### src/rtl/board_ctrl_if.sv
// Signal bundle between board_ctrl and the tv_b_gone core: derived clock/reset
// outputs plus raw and debounced button lines.
interface board_ctrl_if #(
  parameter int N_BTN = 2
);
  logic             clk_en_out;
  logic             clk_div_out;
  logic             rst_out;
  logic [N_BTN-1:0] btn_in;
  logic [N_BTN-1:0] btn_level_out;
  logic [N_BTN-1:0] btn_press_out;
  logic [N_BTN-1:0] btn_release_out;

  modport master (
    output clk_en_out,
    output clk_div_out,
    output rst_out,
    output btn_level_out,
    output btn_press_out,
    output btn_release_out,
    input  btn_in
  );

  modport slave (
    input  clk_en_out,
    input  clk_div_out,
    input  rst_out,
    input  btn_level_out,
    input  btn_press_out,
    input  btn_release_out,
    output btn_in
  );
endinterface

### src/rtl/board_ctrl.sv
// Board support for the iCE40 TV-B-Gone tops: integer clock divider, reset
// stretcher and N_BTN synchronised/debounced buttons with press/release pulses.
module board_ctrl #(
  parameter int CLK_DIV         = 3,
  parameter int RST_CYCLES      = 65536,
  parameter int N_BTN           = 2,
  parameter int DEBOUNCE_CYCLES = 240000,
  parameter int BTN_ACTIVE_LOW  = 1
) (
  input  logic          clk_24M,
  input  logic          resetn,
  board_ctrl_if.master  io
);

  localparam int DIV_W = (CLK_DIV > 1) ? $clog2(CLK_DIV) : 1;
  localparam int RC_W  = (RST_CYCLES > 0) ? $clog2(RST_CYCLES + 1) : 1;
  localparam int DB_W  = $clog2(DEBOUNCE_CYCLES) + 1;

  localparam logic [DIV_W-1:0] DIV_LAST = DIV_W'(CLK_DIV - 1);
  localparam logic [RC_W-1:0]  RST_LAST = RC_W'(RST_CYCLES);
  localparam logic [DB_W-1:0]  DEB_LAST = DB_W'(DEBOUNCE_CYCLES - 1);
  localparam logic [N_BTN-1:0] BTN_IDLE = {N_BTN{BTN_ACTIVE_LOW != 0}};

  // divider
  logic [DIV_W-1:0] div_cnt_q, div_cnt_d;
  logic             clk_en_q,  clk_en_d;
  logic             clk_div_q, clk_div_d;

  // reset stretcher
  logic [RC_W-1:0]  rst_cnt_q, rst_cnt_d;
  logic             rst_out_q, rst_out_d;

  // buttons
  logic [N_BTN-1:0] sync1_q,   sync1_d;
  logic [N_BTN-1:0] sync2_q,   sync2_d;
  logic [N_BTN-1:0] level_q,   level_d;
  logic [N_BTN-1:0] press_q,   press_d;
  logic [N_BTN-1:0] release_q, release_d;
  logic [DB_W-1:0]  deb_cnt_q [N_BTN];
  logic [DB_W-1:0]  deb_cnt_d [N_BTN];
  logic [N_BTN-1:0] btn_sync;

  always_comb begin
    div_cnt_d = div_cnt_q - DIV_W'(1);
    clk_en_d  = 1'b0;
    clk_div_d = clk_div_q;
    if (div_cnt_q == '0) begin
      div_cnt_d = DIV_LAST;
      clk_en_d  = 1'b1;
      clk_div_d = ~clk_div_q;
    end
  end

  always_comb begin
    rst_out_d = rst_out_q;
    rst_cnt_d = rst_cnt_q;
    if (rst_out_q) begin
      if (rst_cnt_q == RST_LAST) begin
        rst_out_d = 1'b0;
      end else begin
        rst_cnt_d = rst_cnt_q + RC_W'(1);
      end
    end
  end

  assign btn_sync = sync2_q ^ BTN_IDLE;

  // The first sync stage keeps sampling through the stretch, so a button held
  // across reset release is seen with the normal debounce latency.
  always_comb begin
    sync1_d   = io.btn_in;
    sync2_d   = rst_out_q ? BTN_IDLE : sync1_q;
    level_d   = level_q;
    press_d   = '0;
    release_d = '0;
    for (int unsigned i = 0; i < N_BTN; i++) begin
      deb_cnt_d[i] = '0;
      if (rst_out_q) begin
        level_d[i] = 1'b0;
      end else if (btn_sync[i] != level_q[i]) begin
        if (deb_cnt_q[i] == DEB_LAST) begin
          level_d[i]   = btn_sync[i];
          press_d[i]   = btn_sync[i];
          release_d[i] = ~btn_sync[i];
        end else begin
          deb_cnt_d[i] = deb_cnt_q[i] + DB_W'(1);
        end
      end
    end
  end

  always_ff @(posedge clk_24M) begin
    if (!resetn) begin
      div_cnt_q <= DIV_LAST;
      clk_en_q  <= 1'b0;
      clk_div_q <= 1'b0;
      rst_cnt_q <= '0;
      rst_out_q <= 1'b1;
      sync1_q   <= BTN_IDLE;
      sync2_q   <= BTN_IDLE;
      level_q   <= '0;
      press_q   <= '0;
      release_q <= '0;
      deb_cnt_q <= '{default: '0};
    end else begin
      div_cnt_q <= div_cnt_d;
      clk_en_q  <= clk_en_d;
      clk_div_q <= clk_div_d;
      rst_cnt_q <= rst_cnt_d;
      rst_out_q <= rst_out_d;
      sync1_q   <= sync1_d;
      sync2_q   <= sync2_d;
      level_q   <= level_d;
      press_q   <= press_d;
      release_q <= release_d;
      deb_cnt_q <= deb_cnt_d;
    end
  end

  assign io.clk_en_out      = clk_en_q;
  assign io.clk_div_out     = clk_div_q;
  assign io.rst_out         = rst_out_q;
  assign io.btn_level_out   = level_q;
  assign io.btn_press_out   = press_q;
  assign io.btn_release_out = release_q;

endmodule

### src/flat_wrapper.sv
// flat-port wrapper written by rule: the top's interface ports become plain ports
module board_ctrl_flat 
#(
  parameter int CLK_DIV         = 3,
  parameter int RST_CYCLES      = 65536,
  parameter int N_BTN           = 2,
  parameter int DEBOUNCE_CYCLES = 240000,
  parameter int BTN_ACTIVE_LOW  = 1
)
  (clk_24M, resetn, io_clk_en_out, io_clk_div_out, io_rst_out, io_btn_level_out, io_btn_press_out, io_btn_release_out, io_btn_in);
  board_ctrl_if #(.N_BTN(N_BTN)) io_i ();
  input  logic clk_24M;
  input  logic resetn;
  output wire logic [$bits(io_i.clk_en_out)-1:0] io_clk_en_out;
  output wire logic [$bits(io_i.clk_div_out)-1:0] io_clk_div_out;
  output wire logic [$bits(io_i.rst_out)-1:0] io_rst_out;
  output wire logic [$bits(io_i.btn_level_out)-1:0] io_btn_level_out;
  output wire logic [$bits(io_i.btn_press_out)-1:0] io_btn_press_out;
  output wire logic [$bits(io_i.btn_release_out)-1:0] io_btn_release_out;
  input wire logic [$bits(io_i.btn_in)-1:0] io_btn_in;
  assign io_clk_en_out = io_i.clk_en_out;
  assign io_clk_div_out = io_i.clk_div_out;
  assign io_rst_out = io_i.rst_out;
  assign io_btn_level_out = io_i.btn_level_out;
  assign io_btn_press_out = io_i.btn_press_out;
  assign io_btn_release_out = io_i.btn_release_out;
  assign io_i.btn_in = io_btn_in;
  board_ctrl #(.CLK_DIV(CLK_DIV), .RST_CYCLES(RST_CYCLES), .N_BTN(N_BTN), .DEBOUNCE_CYCLES(DEBOUNCE_CYCLES), .BTN_ACTIVE_LOW(BTN_ACTIVE_LOW)) u_core (.clk_24M(clk_24M), .resetn(resetn), .io(io_i));
endmodule
### config.mk
export PLATFORM = sky130hd
export DESIGN_NAME = board_ctrl_flat
export DESIGN_NICKNAME = d
export VERILOG_FILES = /design/src/rtl/board_ctrl_if.sv /design/src/rtl/board_ctrl.sv /design/src/flat_wrapper.sv
export SDC_FILE = /design/constraint.sdc
export NUM_CORES = 1
export LEC_CHECK = 0
export ABC_CLOCK_PERIOD_IN_PS = 1800
export CORE_MARGIN = 5
export CORE_UTILIZATION = 48
export CTS_CLUSTER_DIAMETER = 120
export DETAILED_ROUTE_END_ITERATION = 7
export PLACE_DENSITY = 0.68
export SETUP_SLACK_MARGIN = 0.02
export SLEW_MARGIN = 5
export SYNTH_ARGS = -nofsm -noshare
export SYNTH_HDL_FRONTEND = slang
export SYNTH_SLANG_ARGS = --single-unit
export TNS_END_PERCENT = 20
### constraint.sdc
create_clock -name clk_24M -period 1.8 [get_ports clk_24M]
set_input_delay 0.18 -clock clk_24M [delete_from_list [all_inputs] [get_ports clk_24M]]
set_output_delay 0.18 -clock clk_24M [all_outputs]
set_load 0.01 [all_outputs]
==> out/results.tsv <==
metric	value	unit
share of the yosys chip area belonging to registers	0.446	
Area Growth Syn to Fin	17.4	%
most frequent cells after synthesis	dfxtp_1, nor2_1, nand2_1	
Final min period	1690	ps
Total Wirelength	5.95	mm
number of synthesized flops with an enable pin	0	
area leader, netlist	dfxtp_1	
vias per inst	5.22	
slew margin rel.	0.684	
Tightest Pin Transition	467	ps
share of cells above drive strength 1	0.135	
total die area	0.00827	mm^2
CP required	2040	ps
Setup Skew	12.4	ps
max-slew violations	0	
critical path class	reg -> reg	
I/O Pins	13	
placed cell areas	0.00349	mm^2
slowest stage delay, CP	540	ps
final hold viol count	0	
Final Wtd Congestion	0.950	
hpwl dp	4.30	mm
Antenna Violating Nets Remaining	0	
Final #Nets	396	
Pwr Total	2.91	mW
die span in x	90.9	um
drt first pass iters	4	
final setup vio count	0	
CP cell instances	or4b_1 -> nor3_2 -> buf_4 -> nand2_1 -> and3_1	
Static Leakage	1.27	nW
Crit path arrival time	1930	ps
CTS tree	built	
hold buffers post-CTS	0	
CP Max Fanout	4	
Port Buffers	12	
H-tree lvl count	3	
CTS clk-pin slew, worst paths	70	ps
flops & latches, synth	70	
crit end category	flip-flop	
Syn Nets	359	
slowest CP cell	or4b_1	
IR drop worst, VDD	0.000525	V
Startpoint Class	flip-flop	
first-pass GRT wire length	10.4	mm
PwrDens	787	mW/mm^2
post-synth top area share	0.446	
effective utilization at floorplan	0.495	
Max Cap Violations	0	
Core Rows	29	
iteration-0 DRC count of the detailed router	95	
top post-synthesis cells by area	dfxtp_1, xnor2_1, nor2_1	
RSZ-0062 raised after global routing	yes	
CTS resizes	0	
Top FF cell, synth	dfxtp_1	
Core Region	0.00635	mm^2
Root Driver	clkbuf_8	
asr flop ratio synth	0	
number of distinct library cells after synthesis	41	
number of global-route vias before repair	2342	
Die Ht	90.9	um
Post-Synthesis Cells	350	
period utilization	0.939	
DR vias	2450	
Mapped Avg Cell Area	8.98	um^2
Avg WL per Cell	12.7	um
GR Util All Layers	0.151	
Clock Latency Late Sink	340	ps
Diodes inserted	0	
fmax	0.592	GHz
Post-Synthesis Cell Area	0.00314	mm^2
status	finished clean	
Ys Warns	0	
clk buf depth	2	
Hold WC Path Type	reg -> reg	
final instance area	0.00369	mm^2
DRC	0	
Overflow after GRT	0	
Setup TNS	0	ps
clock sinks	70	
number of setup buffers added after CTS	0	
TritonCTS Buffers	9	
most frequent cell after synthesis	dfxtp_1	
pin count of the biggest net entering global routing	32	
initial antenna violation count	0	
routing by layer:
metal  track usage  share of wire  up-vias
met5             0              0        -
li1              -              -     1296
met3        0.0298          0.030       10
met4        0.0733          0.019        0
met1         0.206           0.51     1110
met2         0.228           0.44       34
area by class of cell:
cell class	instances	area, um^2
multi-input combinational	257	1640
clock inverter	3	17.5
fill	573	2660
sequential	70	1400
timing repair buffer	37	320
clock buffer	13	169
inverter	12	45.0
tap	77	96.3
worst max-delay path: cells and delay by family, from the launching register on:
kind          cells  cell delay (ps)
simple gates      4             1080
flops             1              340
buf+inv           1              160
registers in the layout, summed over array words and instances (netlist names):
register and cells:
u_core.deb_cnt_q 38, u_core.div_cnt_q 2, u_core.io.btn_level_out 2, u_core.io.btn_press_out 2
u_core.io.btn_release_out 2, u_core.io.clk_div_out 1, u_core.io.clk_en_out 1, u_core.io.rst_out 1
u_core.rst_cnt_q 17, u_core.sync1_q 2, u_core.sync2_q 2
worst paths after layout:
check	from	endpoint	slack, ps	cells after the start
worst max-delay path	u_core.deb_cnt_q[12]	u_core.deb_cnt_q[1]	110	5
worst max register to register	u_core.deb_cnt_q[12]	u_core.deb_cnt_q[1]	110	5
worst min register to register	u_core.div_cnt_q[0]	u_core.div_cnt_q[0]	420	1
worst min-delay path	u_core.div_cnt_q[0]	u_core.div_cnt_q[0]	420	1
power by group:
part           total (mW)  switching, mW  internal (mW)
clock network        1.18          0.569          0.609
registers            1.60         0.0175           1.58
logic               0.129         0.0577         0.0710
placed cells by master (no fill, tap or decap), types with 3 or more instances in the layout:
cell,count
dfxtp_1,69
nor2_1,37
nand2_1,29
xnor2_1,25
buf_4,24
nand3_1,20
nand4_1,16
nor3_1,16
xor2_1,13
inv_1,12
nor4_1,12
clkbuf_8,12
clkdlybuf4s50_1,12
nand2b_1,10
and2_1,10
a21oi_1,9
and3_1,8
mux2i_1,6
o21ai_0,5
ha_1,5
or4_1,4
or2_2,4
nor3b_1,3
nand3b_1,3
cells by family (layout without fill, tap and decap cells):
logic type,count (synthesis),count (layout),share of synthesized area
flip-flops,70,70,0.446
XOR/XNOR,38,38,0.106
adder cells (fa/ha/maj),5,5,0.0199
AND/OR/NAND/NOR,188,188,0.332
AO/OA/AOI/OAI,20,20,0.0410
buffers and inverters,23,65,0.0362
multiplexers,6,6,0.0191
through the flow:
stage	hold WS [ps]	utilization	setup WS, ps	std cells
2_1_floorplan	281	-	72.1	350
3_3_place_gp	398	0.550	137	453
3_5_place_dp	402	0.550	93.3	453
4_1_cts	415	0.579	80.5	469
5_1_grt	406	0.581	4.15	469
6_report	417	0.581	110	469
Power figures use the tool's default switching activity.
